==> src/rtl/r_mul_multicycle_if.sv <==
// Operand/result handshake bundle for r_mul_multicycle.
// slave = multiplier side, master = producer/consumer side.
interface r_mul_multicycle_if #(
    parameter int N_BITS = 32
);
    logic              valid_i;
    logic              ready_o;
    logic [N_BITS-1:0] a_i;
    logic [N_BITS-1:0] b_i;
    logic              signed_i;
    logic              valid_o;
    logic              ready_i;
    logic [N_BITS-1:0] res_lo_o;
    logic [N_BITS-1:0] res_hi_o;

    modport slave (
        input  valid_i, a_i, b_i, signed_i, ready_i,
        output ready_o, valid_o, res_lo_o, res_hi_o
    );

    modport master (
        output valid_i, a_i, b_i, signed_i, ready_i,
        input  ready_o, valid_o, res_lo_o, res_hi_o
    );
endinterface

==> src/rtl/r_mul_multicycle.sv <==
// Multicycle radix-N_RADIX shift-add multiplier, MSB-first digit recurrence.
// Optional macro MUL_SIGNED_EN enables signed operation via signed_i.
//
// state | meaning
// IDLE  | ready_o=1, waiting for operands
// BUSY  | one multiplier digit consumed per cycle
// DONE  | valid_o=1, result held until ready_i
module r_mul_multicycle #(
    parameter int N_BITS  = 32,
    parameter int N_RADIX = 4
) (
    input  logic clk_i,
    input  logic rst_i,
    input  logic clr_i,
    r_mul_multicycle_if.slave bus
);
    localparam int K     = $clog2(N_RADIX);
    localparam int STEPS = N_BITS / K;
    localparam int CW    = $clog2(STEPS + 1);

    typedef enum logic [1:0] {
        IDLE = 2'd0,
        BUSY = 2'd1,
        DONE = 2'd2
    } state_t;

    state_t              state_q;
    logic                ready_q;
    logic                valid_q;
    logic [N_BITS-1:0]   a_q;
    logic [N_BITS-1:0]   b_q;
    logic [2*N_BITS-1:0] acc_q;
    logic [CW-1:0]       cnt_q;

    logic [K-1:0]        digit;
    logic [2*N_BITS-1:0] partial;
    logic [2*N_BITS-1:0] acc_d;

`ifdef MUL_SIGNED_EN
    logic sign_q;
`else
    logic unused_signed;
    assign unused_signed = bus.signed_i;
`endif

    always_comb begin
        digit   = b_q[N_BITS-1 -: K];
        partial = {{N_BITS{1'b0}}, a_q} * {{(2*N_BITS-K){1'b0}}, digit};
        acc_d   = (acc_q << K) + partial;
    end

    always_ff @(posedge clk_i or posedge rst_i) begin
        if (rst_i) begin
            state_q <= IDLE;
            ready_q <= 1'b1;
            valid_q <= 1'b0;
            a_q     <= '0;
            b_q     <= '0;
            acc_q   <= '0;
            cnt_q   <= '0;
`ifdef MUL_SIGNED_EN
            sign_q  <= 1'b0;
`endif
        end else if (clr_i) begin
            state_q <= IDLE;
            ready_q <= 1'b1;
            valid_q <= 1'b0;
            b_q     <= '0;
            acc_q   <= '0;
            cnt_q   <= '0;
`ifdef MUL_SIGNED_EN
            sign_q  <= 1'b0;
`endif
        end else begin
            case (state_q)
                IDLE: begin
                    if (bus.valid_i && ready_q) begin
`ifdef MUL_SIGNED_EN
                        // Magnitudes are stored unsigned so |most negative| still fits.
                        a_q    <= (bus.signed_i && bus.a_i[N_BITS-1]) ? -bus.a_i : bus.a_i;
                        b_q    <= (bus.signed_i && bus.b_i[N_BITS-1]) ? -bus.b_i : bus.b_i;
                        sign_q <= bus.signed_i && (bus.a_i[N_BITS-1] ^ bus.b_i[N_BITS-1]);
`else
                        a_q    <= bus.a_i;
                        b_q    <= bus.b_i;
`endif
                        acc_q   <= '0;
                        cnt_q   <= CW'(STEPS);
                        ready_q <= 1'b0;
                        state_q <= BUSY;
                    end
                end
                BUSY: begin
                    acc_q <= acc_d;
                    b_q   <= b_q << K;
                    cnt_q <= cnt_q - CW'(1);
                    if (cnt_q == CW'(1)) begin
`ifdef MUL_SIGNED_EN
                        acc_q <= sign_q ? -acc_d : acc_d;
`endif
                        valid_q <= 1'b1;
                        state_q <= DONE;
                    end
                end
                DONE: begin
                    if (bus.ready_i) begin
                        valid_q <= 1'b0;
                        ready_q <= 1'b1;
                        state_q <= IDLE;
                    end
                end
                default: begin
                    valid_q <= 1'b0;
                    ready_q <= 1'b1;
                    state_q <= IDLE;
                end
            endcase
        end
    end

    assign bus.ready_o  = ready_q;
    assign bus.valid_o  = valid_q;
    assign bus.res_lo_o = acc_q[N_BITS-1:0];
    assign bus.res_hi_o = acc_q[2*N_BITS-1:N_BITS];
endmodule

==> src/flat_wrapper.sv <==
// flat-port wrapper written by rule: the top's interface ports become plain ports
module r_mul_multicycle_flat 
#(
    parameter int N_BITS  = 32,
    parameter int N_RADIX = 4
)
  (clk_i, rst_i, clr_i, bus_valid_i, bus_a_i, bus_b_i, bus_signed_i, bus_ready_i, bus_ready_o, bus_valid_o, bus_res_lo_o, bus_res_hi_o);
  r_mul_multicycle_if #(.N_BITS(N_BITS)) bus_i ();
  input  logic clk_i;
  input  logic rst_i;
  input  logic clr_i;
  input wire logic [$bits(bus_i.valid_i)-1:0] bus_valid_i;
  input wire logic [$bits(bus_i.a_i)-1:0] bus_a_i;
  input wire logic [$bits(bus_i.b_i)-1:0] bus_b_i;
  input wire logic [$bits(bus_i.signed_i)-1:0] bus_signed_i;
  input wire logic [$bits(bus_i.ready_i)-1:0] bus_ready_i;
  output wire logic [$bits(bus_i.ready_o)-1:0] bus_ready_o;
  output wire logic [$bits(bus_i.valid_o)-1:0] bus_valid_o;
  output wire logic [$bits(bus_i.res_lo_o)-1:0] bus_res_lo_o;
  output wire logic [$bits(bus_i.res_hi_o)-1:0] bus_res_hi_o;
  assign bus_i.valid_i = bus_valid_i;
  assign bus_i.a_i = bus_a_i;
  assign bus_i.b_i = bus_b_i;
  assign bus_i.signed_i = bus_signed_i;
  assign bus_i.ready_i = bus_ready_i;
  assign bus_ready_o = bus_i.ready_o;
  assign bus_valid_o = bus_i.valid_o;
  assign bus_res_lo_o = bus_i.res_lo_o;
  assign bus_res_hi_o = bus_i.res_hi_o;
  r_mul_multicycle #(.N_BITS(N_BITS), .N_RADIX(N_RADIX)) u_core (.clk_i(clk_i), .rst_i(rst_i), .clr_i(clr_i), .bus(bus_i));
endmodule
==> config.mk <==
export PLATFORM = sky130hd
export DESIGN_NAME = r_mul_multicycle_flat
export DESIGN_NICKNAME = d
export VERILOG_FILES = /design/src/rtl/r_mul_multicycle_if.sv /design/src/rtl/r_mul_multicycle.sv /design/src/flat_wrapper.sv
export SDC_FILE = /design/constraint.sdc
export NUM_CORES = 1
export LEC_CHECK = 0
export ABC_AREA = 1
export CORE_UTILIZATION = 45
export DETAILED_ROUTE_END_ITERATION = 6
export PLACE_DENSITY = 0.7
export SETUP_SLACK_MARGIN = 0.05
export SLEW_MARGIN = 25
export SYNTH_ARGS = -nofsm -noshare
export SYNTH_HDL_FRONTEND = slang
export SYNTH_SLANG_ARGS = --single-unit
==> constraint.sdc <==
create_clock -name clk_i -period 4.2 [get_ports clk_i]
set_input_delay 0.42 -clock clk_i [delete_from_list [all_inputs] [get_ports clk_i]]
set_output_delay 0.42 -clock clk_i [all_outputs]
set_load 0.02 [all_outputs]
# Yosys cells after proc, flatten, opt, wreduce, memory -nomap -nowiden
# Cells that the tools add are included.
# totals
regBits,137
inputBits,70
elab_cells,49
# classes
addsub,2
mul,1
eq_ne,8
mux,22
bitwise_logic,1
reduce_logical,8
# ops
operator,count
two-way mux 64 bit,2
one-hot mux 64 bit (2 select lines),1
adder 64 x 34 -> 64 bit,1
two-way mux 32 bit,2
one-hot mux 32 bit (2 select lines),1
multiplier 32 x 2 -> 34 bit,1
AND reduction 3 bit,4
two-way mux 5 bit,2
one-hot mux 5 bit (2 select lines),1
two-way mux 2 bit,4
two-way mux 1 bit,6
"!= test 3 x 2 -> 1 bit, second input constant",2
one-hot mux 1 bit (3 select lines),2
one-hot mux 2 bit (3 select lines),1
"== test 5 x 1 -> 1 bit, second input constant",1
"subtractor 5 x 1 -> 5 bit, second input constant",1
"!= test 2 bit, second input constant",2
"!= test 3 bit, second input constant",1
nonzero test 3 bit,1
"== test 2 x 1 -> 1 bit, second input constant",1
"== test 2 bit, second input constant",1
logical NOT 2 bit,1
AND reduction 2 bit,1
logical AND 1 bit,1
inverter 1 bit,1

# Longest topological paths before layout
# Gate-level depths: netlist of the first run.
# logic_depth
ltp_word,4
ltp_mapped,20

# Worst setup path before layout of the first run
# Ideal clock, no wire load.
# synth_timing
path_kind,reg2reg
from,register u_core.b_q[31]
to,register u_core.acc_q[48]
arrival_ns,2.863
path_slack_ns,1.219
path_stages_with_launch,21
path_buffers,2
path_cell_list,dfrtp_1 clkbuf_1 clkbuf_1 nand2_1 fa_1 inv_1 ha_1 inv_1 fa_1 inv_1 nand3_1 nand2_2 nand2_1 nand2_1 nand2_1 nand2_2 nand3_1 nand3_1 nand2_1 nand3_1 nand2_1
# synth_between
elab_chain_len,4
# synth_rtl
item,line_no,text
from (decl),r_mul_multicycle.sv:31,logic [N_BITS-1:0] b_q;
from (signal assigned),r_mul_multicycle.sv:85,b_q <= bus.b_i;
from (signal assigned),r_mul_multicycle.sv:95,b_q <= b_q << K;
multiplier 32 x 2 -> 34 bit,r_mul_multicycle.sv:48,"partial = {{N_BITS{1'b0}}, a_q} * {{(2*N_BITS-K){1'b0}}, digit};"
adder 64 x 34 -> 64 bit,r_mul_multicycle.sv:49,acc_d = (acc_q << K) + partial;
one-hot mux 64 bit (2 select lines),r_mul_multicycle.sv:75,case (state_q)
two-way mux 64 bit,r_mul_multicycle.sv:64,end else if (clr_i) begin
to (signal assigned),r_mul_multicycle.sv:59,acc_q <= '0;
to (signal assigned),r_mul_multicycle.sv:69,acc_q <= '0;
to (signal assigned),r_mul_multicycle.sv:87,acc_q <= '0;
to (decl),r_mul_multicycle.sv:32,logic [2*N_BITS-1:0] acc_q;
# Every way passes these cells.
# A chain may end at the register's enable or synchronous reset.

# Worst setup path after layout of the first run
# layout_timing
from,register u_core.b_q[30]
to,register u_core.acc_q[41]
# The elaborated chain is that of the path after synthesis.

==> results_dict.tcl, run 1 <==
set metrics [dict create \
    relSlewSlack_pct 44.5 \
    grt_max_degree 88 \
    start_kind "flop" \
    grt_pass1_wl_mm 51.4 \
    layout_common_cells "611 x nand2_1, 287 x inv_1, 136 x dfrtp_1, 134 x clkdlybuf4s50_1, 89 x nor2_1" \
    drive_above_1_share_pct 7.41 \
    final_common_cell "nand2_1" \
    async_reset_ff_share_pct 100 \
    antenna_found_initial 0 \
    path_cells "buf_12 -> nand2_1 -> fa_1 -> inv_1 -> ha_1 -> nand2_1 -> inv_1 -> a21oi_1 -> nand2_2 -> nand2_1 -> nand2_2 -> nand2_1 -> nand2_2 -> nand2_1 -> nand3_1 -> nand3_1 -> nand2_1" \
    critPathKind "flop to flop" \
    leakagePower_nw 6.75 \
    arrival_ns 3.63 \
    r2r_cells 17 \
    htreeDepth 4 \
    fmax_mhz 302 \
    synthesis.area_um2 10700 \
    finalSetupViolations 0 \
    critPathMaxStageDelay_ns 0.68 \
    path_depth 17 \
    finalCriticalPeriod_ns 3.31 \
    maxCapViolCount 0 \
    synth-edff-count 0 \
    reg2reg_from "u_core.b_q[30]" \
    clkTransAtPathRegs_ns 0.08 \
    clock_path_buffers 2 \
    dp_hpwl_mm 24.0 \
    rsz0062_at_grt "no" \
    cts_setup_buffers 0 \
    coreArea_um2 23500 \
    yosysUniqueCellTypes 46 \
    hold_viol 0 \
    clk-insertion-delay-late_ns 0.44 \
    drt_iter0_drc 671 \
    hold_class "flop to flop" \
    crit_family "simple AND/OR/NAND/NOR gates" \
    ant_nets 0 \
    antenna_cells 0 \
    start_util_pct 45.8 \
    wl_per_cell_um 15.2 \
    layout.nets 1866 \
    slew_violations 0 \
    crit_buf_inv 3 \
    cts_resized 0 \
    synth_cells 1605 \
    critPathCaptureType "flop" \
    wirelength_mm 31.3 \
    cp_common_cell "nand2_1" \
    syn_area_per_cell_um2 6.70 \
    numCtsBuffers 17 \
    syn-num-nets 1742 \
    cts_tree "built" \
    areaGrowthSynthToFinish_pct 20.9 \
    crit_slowest_cell "dfrtp_1" \
    numPortBuffers 134 \
    synthFlopType "dfrtp_1" \
    boundaryPins 136 \
    fp.dieW_um 157 \
    p_per_area_nw_per_um2 398 \
    r2r_slack_ns 0.89 \
    outcome "complete, no violations" \
    rr_endpoint "u_core.acc_q[41]" \
    worst_slew_pin_slew_ns 0.832 \
    clock-root-buffer "clkbuf_16" \
    die-area_um2 24500 \
    yosysWarnings 0 \
    critPathCapture "u_core.acc_q[41]" \
    route.detailed.drc 0 \
    grt_pass1_vias 10100 \
    skew_ns 0.0162 \
    route.vias.total 10200 \
    grt-ovfl-total 0 \
    crit_required_ns 4.52 \
    viasPerCell 4.97 \
    ctsHoldBuffers 0 \
    firstDrtPassIters 5 \
    finalCritPeriodShare_pct 78.8 \
    startpoint "u_core.b_q[30]" \
    die_h_um 157 \
    setup_tns_ns 0 \
    ys_seq_elements 137 \
    grtUsageTotal_pct 27.3 \
    vdd_drop_max_mv 0.263 \
    clkSinkCount 137 \
    final_util_pct 55.4 \
    rows 56 \
    gp_congestion 0.944 \
    crit_fanout 21 \
    yosysSeqAreaShare_pct 31.9 \
]
## layer usage
| metal | GRT usage (%) | vias up | share of wire (%) |
|---|---|---|---|
| met1 | 36.4 | 4777 | 47 |
| met5 | 0 | - | 0 |
| met4 | 8.78 | 0 | 2.2 |
| met2 | 43.8 | 242 | 45 |
| li1 | - | 5174 | - |
| met3 | 5.95 | 52 | 5.5 |
## cells by family (layout without fill, tap and decap cells)
family | after synthesis | in the layout | share of synthesized area, %
flip-flops | 137 | 137 | 31.9
AND/OR/NAND/NOR | 884 | 884 | 35.0
buffers and inverters | 337 | 474 | 12.4
XOR/XNOR | 4 | 4 | 0.326
multiplexers | 30 | 30 | 2.79
adder cells (fa/ha/maj) | 67 | 67 | 9.96
AO/OA/AOI/OAI | 146 | 146 | 7.66
## Yosys cell counts (3+ instances only)
cell type | number | area [µm²]
a21oi_1 | 36 | 180
buf_2 | 21 | 105
buf_6 | 5 | 56.3
clkbuf_1 | 11 | 41.3
dfrtp_1 | 136 | 3400
fa_1 | 31 | 621
ha_1 | 36 | 450
inv_1 | 289 | 1080
inv_2 | 8 | 30.0
mux2i_1 | 30 | 300
nand2_1 | 611 | 2290
nand2_2 | 24 | 150
nand3_1 | 85 | 425
nand3_2 | 11 | 110
nand4_1 | 15 | 93.8
nor2_1 | 89 | 334
nor2_2 | 25 | 156
nor3_1 | 7 | 35.0
nor3_2 | 8 | 80.1
o21ai_0 | 55 | 275
o21ai_1 | 22 | 110
o21bai_1 | 3 | 22.5
o22ai_1 | 12 | 75.1
o32ai_1 | 5 | 43.8
xnor2_1 | 3 | 26.3
## registers in the layout, summed over array words and instances (netlist names)
name and flops:
u_core.a_q 32, u_core.acc_q 64, u_core.b_q 32, u_core.bus.ready_o 1, u_core.bus.valid_o 1, u_core.cnt_q 5
u_core.state_q 2
## area by class of cell
| class | count | area (µm²) |
|---|---|---|
| flip-flops and latches | 137 | 3430 |
| fillers | 2281 | 10500 |
| well taps | 319 | 399 |
| multi-input cells | 1131 | 6000 |
| repair buffers | 143 | 1420 |
| inverters | 299 | 1130 |
| clock inverters | 15 | 198 |
| clock buffers | 17 | 425 |
## worst reg2reg max path: stages (launching register included)
cell and delay, ns:
dfrtp_1 0.68, buf_12 0.23, nand2_1 0.09, fa_1 0.49, inv_1 0.04, ha_1 0.33, nand2_1 0.17, inv_1 0.06
a21oi_1 0.19, nand2_2 0.12, nand2_1 0.10, nand2_2 0.10, nand2_1 0.09, nand2_2 0.16, nand2_1 0.13, nand3_1 0.07
nand3_1 0.08, nand2_1 0.05
## power breakdown
group	internal, mW	leakage [nW]	switching (mW)	total (mW)
clock network	0.914	0.308	0.713	1.63
registers	1.61	1.82	0.230	1.84
logic	0.632	4.61	1.08	1.71
## how the worst min path moves through the flow
stage,start,endpoint,slack [ns],depth (start not counted)
finish,u_core.acc_q[63],u_core.acc_q[63],0.48,2
floorplan,u_core.b_q[12],u_core.b_q[12],0.45,2
global placement,u_core.acc_q[63],u_core.acc_q[63],0.46,2
CTS,u_core.acc_q[63],u_core.acc_q[63],0.49,2
detailed placement,u_core.acc_q[63],u_core.acc_q[63],0.47,2
global route,u_core.acc_q[62],u_core.acc_q[62],0.52,2
## through the flow
step / instance area, µm² / power (mW) / hold slack (ns) / std cells / setup slack [ns]
after floorplan: 10700 / 3.05 / 0.453 / 1605 / 0.114
after global placement: 12400 / 3.52 / 0.464 / 2029 / 0.976
after detailed placement: 12400 / 3.57 / 0.469 / 2029 / 0.906
after CTS: 13000 / 5.22 / 0.487 / 2061 / 0.906
after global routing: 13000 / 5.53 / 0.515 / 2061 / 0.512
final: 13000 / 5.18 / 0.485 / 2061 / 0.892
Note: power is estimated with default switching activity, not from simulation.
==> run 2, diff against run 1 <==
- PLACE_DENSITY: 0.7 -> 0.67
- clock period: 4.2 -> 3.3 ns (I/O delays scaled with it)
==> results_dict.tcl, run 2 (synthesis gave the netlist of run 1 again) <==
set metrics [dict create \
    crit_required_ns 3.63 \
    grt_max_degree 53 \
    rr_endpoint "u_core.acc_q[61]" \
    coreArea_um2 23500 \
    arrival_ns 3.37 \
    finalSetupViolations 0 \
    slew_violations 0 \
    layout.nets 1878 \
    regMostFlops "u_core.acc_q" \
    grt_pass1_vias 10200 \
    viasPerCell 4.97 \
    clock-root-buffer "clkbuf_16" \
    largest_reg_flops 64 \
    antenna_found_initial 0 \
    ctsHoldBuffers 0 \
    numCtsBuffers 17 \
    grt-ovfl-total 0 \
    fp.dieW_um 157 \
    areaGrowthSynthToFinish_pct 21.8 \
    leakagePower_nw 6.79 \
    outcome "complete, no violations" \
    boundaryPins 136 \
    vdd_drop_max_mv 0.289 \
    route.detailed.drc 0 \
    die-area_um2 24500 \
    finalCritPeriodShare_pct 92.2 \
    crit_fanout 10 \
    drt_iter0_drc 680 \
    finalCriticalPeriod_ns 3.04 \
    layout_common_cells "611 x nand2_1, 288 x inv_1, 136 x dfrtp_1, 134 x clkdlybuf4s50_1, 88 x nor2_1" \
    rsz0062_at_grt "yes" \
    worst_slew_pin_slew_ns 0.667 \
    r2r_cells 16 \
    ant_nets 0 \
    drive_above_1_share_pct 8.15 \
    worst_slack_ns 0.259 \
    p_per_area_nw_per_um2 499 \
    skew_ns 0.0223 \
    clkTransAtPathRegs_ns 0.07 \
    dp_hpwl_mm 24.5 \
    start_kind "flop" \
    gp_congestion 0.958 \
    wirelength_mm 31.3 \
    cts_tree "built" \
    die_h_um 157 \
    r2r_slack_ns 0.26 \
    relSlewSlack_pct 55.4 \
    top_regs "u_core.acc_q x64, u_core.a_q x32, u_core.b_q x32" \
    fmax_mhz 329 \
    hold_viol 0 \
    critPathCaptureType "flop" \
    route.vias.total 10300 \
    antenna_cells 0 \
    final_common_cell "nand2_1" \
    clk-insertion-delay-late_ns 0.44 \
    start_util_pct 45.8 \
    hold_class "input pin to asynchronous set/reset pin" \
    critPathKind "flop to flop" \
    rows 56 \
    grtUsageTotal_pct 27.8 \
    grt_pass1_wl_mm 52.6 \
    setup_tns_ns 0 \
    post-place-ws_ns 0.316 \
    wl_per_cell_um 15.1 \
    maxCapViolCount 0 \
    htreeDepth 4 \
    numPortBuffers 134 \
    reg2reg_from "u_core.b_q[31]" \
    clkSinkCount 137 \
    clock_path_buffers 2 \
    firstDrtPassIters 5 \
]
==> run 2: cell types whose count changed in the layout (fill, tap and decap cells not counted), sizes merged <==
cell	before	now
clkinv	5	7
buf	9	21
inv	307	303
bufinv	2	1
clkbuf	17	18
clkinvlp	0	2
==> run 2: stage by stage <==
step	instances	cell area [µm²]	total power, mW	utilization (%)	hold slack [ns]
finish	2073	13100	6.54	55.8	0.319
global route	2073	13100	7.01	55.8	0.380
CTS	2073	13100	6.60	55.7	0.324
detailed placement	2041	12500	4.60	53.2	0.473
global placement	2041	12500	4.54	53.2	0.465
floorplan	1605	10800	3.88	-	0.447
==> run 2: report_power, final <==
part / leakage, nW / internal [mW] / switching, mW / total, mW
clock: 0.292 / 1.09 / 0.868 / 1.96
sequential: 1.82 / 2.05 / 0.295 / 2.35
combinational: 4.67 / 0.843 / 1.39 / 2.23
==> run 2: timing repair <==
item                       in CTS  in global routing
setup buffers                   0                  0
setup endpoints to repair       0                 11
gates resized for setup         0                  4
==> run 2: worst max-delay path, stage by stage (launching register included) <==
cell	delay, ns
dfrtp_1	0.41
buf_4	0.20
nand2_1	0.09
fa_1	0.51
inv_1	0.04
ha_1	0.36
nand2_1	0.15
inv_1	0.10
nand2_1	0.10
nor2_1	0.22
nand2_1	0.11
nor2_1	0.27
nand2_1	0.13
nand2_1	0.07
nand2_1	0.06
nand3_1	0.07
nand2_1	0.06
==> run 2: final cells by class <==
| cell class | count | area (µm²) |
|---|---|---|
| Clock inverter | 14 | 156 |
| Timing Repair Buffer | 155 | 1540 |
| Tap cell | 319 | 399 |
| Inverter | 299 | 1130 |
| Fill cell | 2296 | 10400 |
| Clock buffer | 18 | 439 |
| Multi-Input combinational cell | 1131 | 6000 |
| Sequential cell | 137 | 3430 |
==> run 2: per-layer routing <==
metal  GRT usage, %  up-vias  part of all wire, %
met5              0        -                    0
met4           6.91        0                  1.5
met3           4.49       33                  5.7
met2           44.9      285                   45
met1           38.6     4789                   48
li1               -     5203                    -
==> run 2: worst max path at each step <==
stage	slack, ns	endpoint	depth (start not counted)	startpoint
5_1_grt	0.03	u_core.acc_q[56]	18	u_core.b_q[30]
3_3_place_gp	0.35	u_core.acc_q[23]	15	u_core.b_q[31]
4_1_cts	0.30	u_core.acc_q[23]	15	u_core.b_q[31]
3_5_place_dp	0.32	u_core.acc_q[23]	15	u_core.b_q[31]
2_1_floorplan	0.32	u_core.acc_q[48]	20	u_core.b_q[31]
6_report	0.26	u_core.acc_q[61]	16	u_core.b_q[31]
